File: config.mk
export PLATFORM = sky130hd
export DESIGN_NAME = dmem_arbiter_flat
export DESIGN_NICKNAME = d
export VERILOG_FILES = /design/src/rtl/dmem_pkg.sv /design/src/rtl/dmem_arbiter_if.sv /design/src/rtl/rr_arb2.sv /design/src/rtl/dmem_arbiter.sv /design/src/flat_wrapper.sv
export SDC_FILE = /design/constraint.sdc
export NUM_CORES = 1
export LEC_CHECK = 0
export ABC_AREA = 1
export BUFFER_PORTS_ARGS = -buffer_cell sky130_fd_sc_hd__buf_4
export CAP_MARGIN = 20
export CORE_MARGIN = 8
export CORE_UTILIZATION = 37
export CTS_CLUSTER_DIAMETER = 120
export DETAILED_ROUTE_END_ITERATION = 8
export PLACE_DENSITY = 0.72
export REMOVE_ABC_BUFFERS = 1
export SETUP_SLACK_MARGIN = 0.05
export SYNTH_ARGS = -nofsm -noshare
export SYNTH_HDL_FRONTEND = slang
export SYNTH_SLANG_ARGS = --single-unit
export TNS_END_PERCENT = 50
File: constraint.sdc
create_clock -name clk -period 1.15 [get_ports clk]
set_input_delay 0.23 -clock clk [delete_from_list [all_inputs] [get_ports clk]]
set_output_delay 0.23 -clock clk [all_outputs]
set_load 0.02 [all_outputs]
File: src/rtl/dmem_pkg.sv
// Shared definitions for the data-memory arbiter slice: default widths and the
// grant-owner type used by the round-robin arbiter.
package dmem_pkg;

    localparam int DMEM_ADDR_W = 8;
    localparam int DMEM_DATA_W = 16;

    typedef enum logic {
        OWN_A = 1'b0,
        OWN_B = 1'b1
    } owner_e;

endpackage

File: src/rtl/dmem_arbiter_if.sv
// One requester port of the data-memory arbiter: request/command toward the
// arbiter, grant and registered read return back to the requester.
interface dmem_arbiter_if
    import dmem_pkg::*;
#(
    parameter int ADDR_W = DMEM_ADDR_W,
    parameter int DATA_W = DMEM_DATA_W
);

    logic              req;
    logic              we;
    logic [ADDR_W-1:0] addr;
    logic [DATA_W-1:0] wdata;
    logic              gnt;
    logic [DATA_W-1:0] rdata;
    logic              rvalid;

    modport master (output req, we, addr, wdata, input gnt, rdata, rvalid);
    modport slave  (input req, we, addr, wdata, output gnt, rdata, rvalid);

endinterface

File: src/rtl/rr_arb2.sv
// Two-input round-robin arbiter with a last-grant flop; the hold_b input lets
// requester B keep a grant it already owns (used for locked bursts).
module rr_arb2
    import dmem_pkg::*;
(
    input  logic clk,
    input  logic rst,
    input  logic req_a,
    input  logic req_b,
    input  logic hold_b,
    output logic gnt_a,
    output logic gnt_b
);

    owner_e last_gnt;

    always_comb begin
        // NOTE: both grants get a default before any branch, so no path leaves
        // them unassigned and no latch is inferred.
        gnt_a = 1'b0;
        gnt_b = 1'b0;
        if (!rst) begin
            if (hold_b && req_b && last_gnt == OWN_B) begin
                gnt_b = 1'b1;
            end else if (req_a && req_b) begin
                gnt_a = (last_gnt == OWN_B);
                gnt_b = (last_gnt == OWN_A);
            end else begin
                gnt_a = req_a;
                gnt_b = req_b;
            end
        end
    end

    // Reset to OWN_B so that A wins the first conflict.
    always_ff @(posedge clk) begin
        // NOTE: sequential state uses non-blocking assignments only, so every
        // flop samples values from before the edge.
        if (rst) begin
            last_gnt <= OWN_B;
        end else if (gnt_a) begin
            last_gnt <= OWN_A;
        end else if (gnt_b) begin
            last_gnt <= OWN_B;
        end
    end

endmodule

File: src/rtl/dmem_arbiter.sv
// Arbiter/sequencer between the MEM stage (port A) and the loader (port B) in
// front of the 256x16 data memory. Define DMEM_ARB_LOCK_EN to add b_lock.
module dmem_arbiter
    import dmem_pkg::*;
#(
    parameter int ADDR_W = DMEM_ADDR_W,
    parameter int DATA_W = DMEM_DATA_W,
    parameter int CNT_W  = 8
) (
    input  logic              clk,
    input  logic              rst,
    dmem_arbiter_if.slave     a,
    dmem_arbiter_if.slave     b,
`ifdef DMEM_ARB_LOCK_EN
    input  logic              b_lock,
`endif
    output logic              stall_a,
    output logic              mem_write,
    output logic              mem_read,
    output logic [ADDR_W-1:0] mem_addr,
    output logic [DATA_W-1:0] mem_wdata,
    input  logic [DATA_W-1:0] mem_rdata,
    output logic [CNT_W-1:0]  conflict_cnt
);

    logic              gnt_a;
    logic              gnt_b;
    logic              hold_b;
    logic              a_rvalid_q;
    logic              b_rvalid_q;
    logic [DATA_W-1:0] a_rdata_q;
    logic [DATA_W-1:0] b_rdata_q;

`ifdef DMEM_ARB_LOCK_EN
    assign hold_b = b_lock;
`else
    assign hold_b = 1'b0;
`endif

    rr_arb2 u_arb (
        .clk    (clk),
        .rst    (rst),
        .req_a  (a.req),
        .req_b  (b.req),
        .hold_b (hold_b),
        .gnt_a  (gnt_a),
        .gnt_b  (gnt_b)
    );

    assign a.gnt    = gnt_a;
    assign b.gnt    = gnt_b;
    assign a.rvalid = a_rvalid_q;
    assign b.rvalid = b_rvalid_q;
    assign a.rdata  = a_rdata_q;
    assign b.rdata  = b_rdata_q;
    assign stall_a  = a.req & ~gnt_a;

    // Grants are one-hot or zero, so mem_write and mem_read can never both be set.
    always_comb begin
        mem_write = 1'b0;
        mem_read  = 1'b0;
        mem_addr  = '0;
        mem_wdata = '0;
        if (gnt_a) begin
            mem_write = a.we;
            mem_read  = ~a.we;
            mem_addr  = a.addr;
            mem_wdata = a.wdata;
        end else if (gnt_b) begin
            mem_write = b.we;
            mem_read  = ~b.we;
            mem_addr  = b.addr;
            mem_wdata = b.wdata;
        end
    end

    always_ff @(posedge clk) begin
        if (rst) begin
            a_rvalid_q   <= 1'b0;
            b_rvalid_q   <= 1'b0;
            a_rdata_q    <= '0;
            b_rdata_q    <= '0;
            conflict_cnt <= '0;
        end else begin
            a_rvalid_q <= gnt_a & ~a.we;
            b_rvalid_q <= gnt_b & ~b.we;
            if (gnt_a && !a.we) a_rdata_q <= mem_rdata;
            if (gnt_b && !b.we) b_rdata_q <= mem_rdata;
            if (a.req && b.req && conflict_cnt != {CNT_W{1'b1}}) begin
                conflict_cnt <= conflict_cnt + 1'b1;
            end
        end
    end

endmodule

File: src/flat_wrapper.sv
// flat-port wrapper written by rule: the top's interface ports become plain ports
module dmem_arbiter_flat import dmem_pkg::*;
#(
    parameter int ADDR_W = DMEM_ADDR_W,
    parameter int DATA_W = DMEM_DATA_W,
    parameter int CNT_W  = 8
)
  (clk, rst, stall_a, mem_write, mem_read, mem_addr, mem_wdata, mem_rdata, conflict_cnt, a_req, a_we, a_addr, a_wdata, a_gnt, a_rdata, a_rvalid, b_req, b_we, b_addr, b_wdata, b_gnt, b_rdata, b_rvalid);
  dmem_arbiter_if #(.ADDR_W(ADDR_W), .DATA_W(DATA_W)) a_i ();
  dmem_arbiter_if #(.ADDR_W(ADDR_W), .DATA_W(DATA_W)) b_i ();
  input  logic clk;
  input  logic rst;
  output logic stall_a;
  output logic mem_write;
  output logic mem_read;
  output logic [ADDR_W-1:0] mem_addr;
  output logic [DATA_W-1:0] mem_wdata;
  input  logic [DATA_W-1:0] mem_rdata;
  output logic [CNT_W-1:0] conflict_cnt;
  input wire logic [$bits(a_i.req)-1:0] a_req;
  input wire logic [$bits(a_i.we)-1:0] a_we;
  input wire logic [$bits(a_i.addr)-1:0] a_addr;
  input wire logic [$bits(a_i.wdata)-1:0] a_wdata;
  output wire logic [$bits(a_i.gnt)-1:0] a_gnt;
  output wire logic [$bits(a_i.rdata)-1:0] a_rdata;
  output wire logic [$bits(a_i.rvalid)-1:0] a_rvalid;
  input wire logic [$bits(b_i.req)-1:0] b_req;
  input wire logic [$bits(b_i.we)-1:0] b_we;
  input wire logic [$bits(b_i.addr)-1:0] b_addr;
  input wire logic [$bits(b_i.wdata)-1:0] b_wdata;
  output wire logic [$bits(b_i.gnt)-1:0] b_gnt;
  output wire logic [$bits(b_i.rdata)-1:0] b_rdata;
  output wire logic [$bits(b_i.rvalid)-1:0] b_rvalid;
  assign a_i.req = a_req;
  assign a_i.we = a_we;
  assign a_i.addr = a_addr;
  assign a_i.wdata = a_wdata;
  assign a_gnt = a_i.gnt;
  assign a_rdata = a_i.rdata;
  assign a_rvalid = a_i.rvalid;
  assign b_i.req = b_req;
  assign b_i.we = b_we;
  assign b_i.addr = b_addr;
  assign b_i.wdata = b_wdata;
  assign b_gnt = b_i.gnt;
  assign b_rdata = b_i.rdata;
  assign b_rvalid = b_i.rvalid;
  dmem_arbiter #(.ADDR_W(ADDR_W), .DATA_W(DATA_W), .CNT_W(CNT_W)) u_core (.clk(clk), .rst(rst), .a(a_i), .b(b_i), .stall_a(stall_a), .mem_write(mem_write), .mem_read(mem_read), .mem_addr(mem_addr), .mem_wdata(mem_wdata), .mem_rdata(mem_rdata), .conflict_cnt(conflict_cnt));
endmodule
### After elaboration in Yosys (flattened, before gate mapping)

Cells that the tools add are included.
W data, S select, Z words.

* bits in registers: 43

* add/sub/neg operators: 1
* reduce and logical (&&, ||, !) cells: 7
* multiplexer cells: 14
* equality and inequality tests: 1
* bitwise gates (word level): 7

Operators with widths (count)
* $mux W16: 2
* $mux W8: 2
* $mux W1: 10
* $add A8 B1 Y8 const B: 1
* $ne A8 B8 Y1 const B: 1
* $logic_and A1 B1 Y1: 4
* $not A1 Y1: 4
* $and A1 B1 Y1: 3
* $logic_not A1 Y1: 2
* $reduce_bool A2 Y1: 1

### Depth between registers and ports, before layout

Gate-level depths: netlist (run 1).

* depth in word-level cells: 5
* mapped depth: 9

### Cells and area by module

From an unflattened synthesis (run 1), not the netlist that was laid out.

* cells, all modules: 323
* area total of the unflattened synthesis: 2122.0 um^2

By module, submodules not included
* dmem_arbiter: area each 2025.7 um^2, instances 1, cells each 306
* rr_arb2: area each 96.3 um^2, instances 1, cells each 17

### Least setup slack after synthesis (run 1)

No wires, ideal clock.

* kind: reg-to-output
* start point: reg u_core.u_arb.last_gnt
* end point: out mem_write
* setup slack: -0.210 ns
* required time: 0.920 ns
* cell stages (with the launch flop): 7
* arrival: 1.130 ns
* cell sequence: dfxtp_1 > nand2_1 > nand3_4 > inv_4 > buf_6 > nand2_1 > a21oi_1

* word-level cells in the longest chain between the ends: 5
* elaborated cells between the ends (all ways): 7

Ends and longest elaborated chain
* start: declaration: line rr_arb2.sv:15 `owner_e last_gnt;`
* start signal: assignment: line rr_arb2.sv:40 `last_gnt <= OWN_B;`
* start signal: assignment: line rr_arb2.sv:42 `last_gnt <= OWN_A;`
* start signal: assignment: line rr_arb2.sv:44 `last_gnt <= OWN_B;`
* $not A1 Y1: line rr_arb2.sv:27 `gnt_b = (last_gnt == OWN_A);`
* $mux W1: line rr_arb2.sv:25 `end else if (req_a && req_b) begin`
* $mux W1: line rr_arb2.sv:22 `if (!rst) begin`
* via b_gnt: line flat_wrapper.sv:31 `output wire logic [$bits(b_i.gnt)-1:0] b_gnt;`
* $mux W1: line dmem_arbiter.sv:69 `end else if (gnt_b) begin`
* $mux W1: line dmem_arbiter.sv:64 `if (gnt_a) begin`
* end: declaration: line flat_wrapper.sv:14 `output logic mem_write;`

The timed path passes the listed nets, and every way through them passes these cells.

### Worst setup path in the final report (run 1)

* start point: reg u_core.u_arb.last_gnt
* end point: out mem_read

* word-level cells in the longest chain between the ends: 5
* elaborated cells between the ends (all ways): 7

Ends and longest elaborated chain
* $not A1 Y1: line rr_arb2.sv:27
* $mux W1: line rr_arb2.sv:25
* $mux W1: line rr_arb2.sv:22
* $mux W1: line dmem_arbiter.sv:69
* $mux W1 *: line dmem_arbiter.sv:64
* end: declaration: line flat_wrapper.sv:15 `output logic mem_read;`

Every way passes the cells marked *; elsewhere a longest branch is shown, timed or not.

==> results.md, run 1 <==
- Sw Share: 27.3%
- Die width: 90.1 um
- Status: complete, but fails checks
- Leak: 1.81 nW
- Final min period: 1.55 ns
- Final Skew: 0.00974 ns
- HP Class: in -> reg
- Ports: 141
- Hpwl dp: 5.55 mm
- Worst-path clk slew: 0.08 ns
- CP max stage delay: 0.34 ns
- Max-Cap Viols: 0
- Crit path max-delay cell type: dfxtp_2
- Skew-Pair Late Insertion Delay: 0.29 ns
- Num Clock Sinks: 43
- Clk pwr share: 32.4%
- Clock root buffer: clkbuf_8
- Gr usage total: 17.4%
- Startpoint Class: flip-flop
- Core area: 5410 um2
- Pre-antenna DRT Iters: 4
- Worst Hold Path EP: u_core.a.rdata[14]
- Crit Reg-Reg Endpoint: u_core.b.rdata[1]
- Crit path max fanout: 4
- Inserted Clock Buffers: 5
- Fillers: 459
- Final Cycle Share: 135%
- Post-synthesis register bit count: 43
- R2r setup slk: -0.23 ns
- Residual DRC: 0
- Worst Tran Pin Value: 0.393 ns
- R2r worst-path depth: 8
- Gr ovfl total: 0
- Crit-path most repeated cell: buf_6
- GP Congestion: 0.809
- Cts hold-fix bufs: 0
- Critical path class: reg -> out
- Nets: 493
- Setup repair after global routing missed its margin: true
- Antenna diodes: 0
- Initial DRC count: 75
- Total power: 0.00382 W
- Syn. warnings: 0
- Hold path start: mem_rdata[14]
- Synthesis-to-finish area growth: 85.7%
- Rel. slew slack: 73.8%
- Failing checks: setup timing
- Sequential power share: 41.6%
- Logic pwr share: 26.0%
- Share of cells above drive strength 1: 51.1%
- Final hold vios: 0
- Mapped Cells: 258
- Synth cell types: 27
- Chip Height: 90.1 um
- H-tree levels: 2
- Critical path buffer and inverter count: 2
- Net switching power: 0.00104 W
- Initial antenna violation count: 0
- Post-route setup slack: -0.403 ns
- CTS tree: built
- Die footprint: 8120 um2
- Num rows: 27
- Fmax achieved: 0.644 GHz
- Reg-to-Reg Start: u_core.u_arb.last_gnt
- Final ANT Viol Nets: 0
- Routed WL per cell: 15.8 um
- Final WL: 7.84 mm
- First-pass GRT wire length: 11.8 mm
- DP Worst Slack: -0.231 ns
- Worst path required time: 0.92 ns
- Seq/Total Area, Yosys: 42.3%
- Cell Area, Synth: 2030 um2
- Vias in the first global route: 2344
- Slew Viols, Final: 0
- Largest net degree at the start of global routing: 38
- Internal power: 0.00278 W
- Maximum vdd drop: 0.000872 V
- CP cell instances: nand2_2, nand3_4, buf_6, o22ai_2, buf_6
- CTS Buffer Depth: 2
- Final setup fails: 63
- Crit path DAT: 1.32 ns
- Port-buffer cells: 140
- Power Density: 1010 nW/um2
- Via count: 2352
- Starting Density: 37.6%
- Syn Area/Cell: 7.88 um2
- Min-Delay Path Depth: 3
- CP Capture Type: output port
- Top cell family by delay on the critical path: flip-flops
- Vias/cell: 4.75
## worst register-to-register path: cells and delay by family, from the launching register on
family | cells | cell delay (ns)
AO/OA/AOI/OAI | 1 | 0.09
flip-flops | 1 | 0.34
buffers and inverters | 3 | 0.50
AND/OR/NAND/NOR | 4 | 0.39
## per-layer routing
metal  GRT usage [%]  vias up  share of wire [%]
li1                -     1194                  -
met1            18.8     1092                 40
met2            30.9       62                 52
met3            7.07        4                7.8
met4            3.88        0               0.36
met5               0        -                  0
## worst max-delay path by stage
stage,startpoint,end,slack (ns),cells after the start
4_1_cts,u_core.u_arb.last_gnt,mem_wdata[5],-0.42,6
2_1_floorplan,rst,mem_write,-0.45,5
3_5_place_dp,a_req,mem_write,-0.23,7
3_3_place_gp,rst,mem_addr[6],-0.21,6
5_1_grt,u_core.u_arb.last_gnt,mem_write,-0.46,7
6_report,u_core.u_arb.last_gnt,mem_read,-0.40,5
## cell type report
| type | count | area [um2] | share of cell area (%) |
|---|---|---|---|
| timing repair buffer | 166 | 1500 | 39.8 |
| multi-input combinational | 186 | 1070 | 28.4 |
| sequential | 43 | 875 | 23.2 |
| tap | 72 | 90.1 | 2.39 |
| clock buffer | 6 | 82.6 | 2.19 |
| inverter | 16 | 77.6 | 2.05 |
| clock inverter | 2 | 38.8 | 1.03 |
| timing repair inverter | 4 | 37.5 | 0.994 |
## registers in the layout, summed over array words and instances, names as in the netlist
| register | count |
|---|---|
| u_core.b.rvalid | 1 |
| u_core.b.rdata | 16 |
| u_core.u_arb.last_gnt | 1 |
| u_core.conflict_cnt | 8 |
| u_core.a.rdata | 16 |
| u_core.a.rvalid | 1 |
## power by group through the flow
stage	registers, W	clock network (W)	logic, W
final	0.00159	0.00124	0.000993
after global routing	0.00159	0.00134	0.00105
after CTS	0.00159	0.00127	0.000908
after detailed placement	0.00162	0	0.000842
after global placement	0.00162	0	0.000833
after floorplan	0.00169	0	0.000279
## synth_stat cells
library cell	number	area (um2)
ha_1	1	12.5
inv_1	12	45.0
inv_2	1	3.75
nand2_4	3	33.8
nand3_1	7	35.0
nand2_1	89	334
nor2_8	1	20.0
buf_2	1	5.00
xnor2_1	1	8.76
a22o_1	24	210
nor2_2	2	12.5
nor2_1	10	37.5
nand3_4	1	17.5
o211ai_1	1	7.51
nor3_1	1	5.00
nand3b_1	1	7.51
nor2_4	2	22.5
nand4_1	3	18.8
inv_4	2	12.5
a21oi_1	4	20.0
buf_4	5	37.5
dfxtp_1	43	861
o22ai_1	1	6.26
clkinv_1	1	3.75
o21ai_0	23	115
o21ai_1	10	50.1
buf_6	8	90.1
## stage by stage
stage          util [%]  std cells  setup TNS [ns]  hold slack (ns)  cell area (um2)
2_1_floorplan         -        244          -12.82            0.299             1900
3_3_place_gp       59.0        474           -6.15            0.436             3190
3_5_place_dp       59.0        474           -7.07            0.446             3190
4_1_cts            65.5        489          -15.62            0.134             3540
5_1_grt            69.9        495          -20.84            0.141             3780
6_report           69.9        495          -16.02            0.140             3780
## timing repair
action / in CTS / in global routing
cloned: 5 / 4
endpoints found under the setup margin: 75 / 77
buffers inserted: 2 / 2
pin swaps: 11 / 14
gates resized for setup: 50 / 45
## placed cells by master, fill, tap and decap left out, types with 2 or more instances in the layout
cell type / netlist / final
dfxtp_1: 43 / 34
nor2_1: 10 / 9
nand3_1: 7 / 7
nand2_1: 89 / 83
a21oi_1: 4 / 2
inv_8: 0 / 4
dfxtp_2: 0 / 8
buf_6: 8 / 38
clkbuf_16: 0 / 3
clkbuf_8: 0 / 6
inv_2: 1 / 2
a22o_1: 24 / 24
nand4_1: 3 / 3
buf_4: 5 / 119
inv_1: 12 / 10
nand2_4: 3 / 5
a21oi_2: 0 / 2
nor2_4: 2 / 4
o21ai_0: 23 / 18
o21ai_1: 10 / 13
inv_4: 2 / 2
inv_6: 0 / 2
nand2_2: 0 / 4
buf_8: 0 / 4
o21ai_2: 0 / 2
## kinds of logic (layout without fill, tap and decap cells)
family,after synthesis,in the layout,share of synthesized area (%)
and+or+nand+nor,120,121,26.8
AOI/OAI and AO/OA,63,63,20.1
DFF,43,43,42.3
buffers and inverters,30,194,9.72
adders and majority gates,1,1,0.615
xor gates and xnor gates,1,1,0.431
Note: power is estimated with default switching activity, not from simulation.
==> run 2: changes to the inputs <==
--- a/config.mk
+++ b/config.mk
@@ -13,6 +13,7 @@
 export CTS_CLUSTER_DIAMETER = 120
 export DETAILED_ROUTE_END_ITERATION = 8
 export PLACE_DENSITY = 0.72
+export RECOVER_POWER = 25
 export REMOVE_ABC_BUFFERS = 1
 export SETUP_SLACK_MARGIN = 0.05
 export SYNTH_ARGS = -nofsm -noshare
==> run 2 against run 1 <==
Net effect: global-route usage unchanged; the run still ends with setup timing left; core utilization decreased by 0.51 points; cell count unchanged; first-iteration DRC count unchanged; wire length decreased by 0.37%; total power decreased by 0.32%; combinational power decreased by 1%; design area decreased by 0.73%; sequential power about the same; worst setup slack about the same.
==> results.md, run 2 (synthesized netlist as in run 1, its figures left out) <==
- Status: complete, but fails checks
- Failing checks: setup timing
- Port-buffer cells: 140 (unchanged)
- Ports: 141 (unchanged)
- Top cell family by delay on the critical path: flip-flops
- Nets: 493 (unchanged)
- Crit path max fanout: 4 (unchanged)
- First-pass GRT wire length: 11.8 mm (unchanged)
- Rel. slew slack: 73.6% (-0.22 points)
- Crit path max-delay cell type: dfxtp_2
- GP Congestion: 0.809 (unchanged)
- Core area: 5410 um2 (unchanged)
- Die footprint: 8120 um2 (unchanged)
- Final WL: 7.81 mm (-0.37%)
- Final hold vios: 0 (unchanged)
- Startpoint Class: flip-flop
- Commonest non-fill, non-tap cell in the layout: buf_4
- Pre-antenna DRT Iters: 4 (unchanged)
- Starting Density: 37.6% (unchanged)
- CTS Buffer Depth: 2 (unchanged)
- Power Density: 1020 nW/um2 (+0.41%)
- R2r setup slk: -0.23 ns (about the same)
- CP cell instances: nand2_2, nand3_4, buf_6, o22ai_2, buf_6
- R2r worst-path depth: 8 (unchanged)
- Max-Cap Viols: 0 (unchanged)
- Post-route cell area: 3750 um2 (-0.73%)
- Final setup fails: 63 (unchanged)
- Vias/cell: 4.73 (-0.55%)
- Setup_tns: -15.97 ns (+0.0546 ns)
- Routed WL per cell: 15.8 um (-0.37%)
- CTS tree: built
- CP Capture Type: output port
- Worst path required time: 0.92 ns (about the same)
- Total power: 0.00381 W (-0.32%)
- Chip Height: 90.1 um (unchanged)
- Antenna diodes: 0 (unchanged)
- Synthesis-to-finish area growth: 84.4%
- Gr ovfl total: 0 (unchanged)
- Leak: 1.79 nW (-1.1%)
- Fmax achieved: 0.644 GHz (about the same)
- Num Clock Sinks: 43 (unchanged)
- Inserted Clock Buffers: 5 (unchanged)
- Crit-path most repeated cell: buf_6
- Initial antenna violation count: 0 (unchanged)
- Crit path DAT: 1.32 ns (about the same)
- Slew Viols, Final: 0 (unchanged)
- Vias in the first global route: 2344 (unchanged)
- Critical path buffer and inverter count: 2 (unchanged)
- Die width: 90.1 um (unchanged)
- Skew-Pair Late Insertion Delay: 0.29 ns (about the same)
- Final ANT Viol Nets: 0 (unchanged)
- Min-Delay Path Depth: 3 (unchanged)
- HP Class: in -> reg
- Reg-to-Reg Start: u_core.u_arb.last_gnt
- H-tree levels: 2 (unchanged)
- Gr usage total: 17.4% (unchanged)
- DP Worst Slack: -0.231 ns (unchanged)
- Via count: 2339 (-0.55%)
- Final Cycle Share: 135% (about the same)
- Clock root buffer: clkbuf_8
- Worst Hold Path EP: u_core.a.rdata[14]
- CP max stage delay: 0.34 ns (about the same)
- Worst Tran Pin Value: 0.396 ns (+0.00324 ns)
- Share of cells above drive strength 1: 50.1% (-0.95 points)
- Initial DRC count: 75 (unchanged)
- Maximum vdd drop: 0.000869 V (-0.30%)
- Critical path class: reg -> out
- Largest net degree at the start of global routing: 38 (unchanged)
- Final Skew: 0.00938 ns (-0.000354 ns)
- Leading cell types in the layout, fill and taps excluded: buf_4, nand2_1, buf_6
- Num rows: 27 (unchanged)
- Hold path start: mem_rdata[14]
- Hpwl dp: 5.55 mm (unchanged)
- Fin Hold WS: 0.140 ns (+0.000129 ns)
- Cts hold-fix bufs: 0 (unchanged)
- Placed Area: 3190 um2 (unchanged)
- Worst-path clk slew: 0.08 ns (about the same)
- Crit Reg-Reg Endpoint: u_core.b.rdata[1]
- Post-route setup slack: -0.403 ns (+0.000204 ns)
- Setup repair after global routing missed its margin: true
- Residual DRC: 0 (unchanged)
- Final min period: 1.55 ns (-0.000204 ns)
==> run 2: what timing repair did <==
action	4_1_cts	5_1_grt
hold endpoints to repair	0	0
setup buffers	2	2
pin swaps	11	14
cloned	5	4
resized for setup	50	45
setup endpoints to repair	75	77
==> run 2: power breakdown <==
part           internal (W)  switching, W
sequential          0.00155     0.0000362
clock              0.000714      0.000524
combinational      0.000500      0.000482
==> run 2: area by class of cell <==
type	count	area (um2)
Fill cell	461	1660
Timing Repair Buffer	166	1480
Multi-Input combinational cell	186	1070
Sequential cell	43	875
Tap cell	72	90.1
Clock buffer	6	82.6
Inverter	16	77.6
Clock inverter	2	38.8
Timing Repair inverter	4	37.5
==> run 2: worst min-delay path, delay by kind of cell <==
kind	cells	cell delay [ns]
buffers and inverters	1	0.09
and+or+nand+nor	1	0.05
AOI/OAI and AO/OA	1	0.04
==> run 2: worst max path at each step <==
stage / start / slack [ns] / end / cells past startpoint
2_1_floorplan: rst / -0.45 / mem_write / 5
3_3_place_gp: rst / -0.21 / mem_addr[6] / 6
3_5_place_dp: a_req / -0.23 / mem_write / 7
4_1_cts: u_core.u_arb.last_gnt / -0.42 / mem_wdata[5] / 6
5_1_grt: u_core.u_arb.last_gnt / -0.46 / mem_write / 7
6_report: u_core.u_arb.last_gnt / -0.40 / mem_read / 5
==> run 2: metal layers <==
layer  up-vias  routed length [um]  track usage, %
met5         -                   0               0
met4         0                  28            3.88
met3         4                 622            7.07
met2        63                4090            30.9
met1      1079                3070            18.8
li1       1193                   -               -
==> run 2: per-stage QoR <==
| step | util [%] | instances |
|---|---|---|
| floorplan | - | 244 |
| global placement | 59.0 | 474 |
| detailed placement | 59.0 | 474 |
| CTS | 65.5 | 489 |
| global route | 69.4 | 495 |
| finish | 69.4 | 495 |
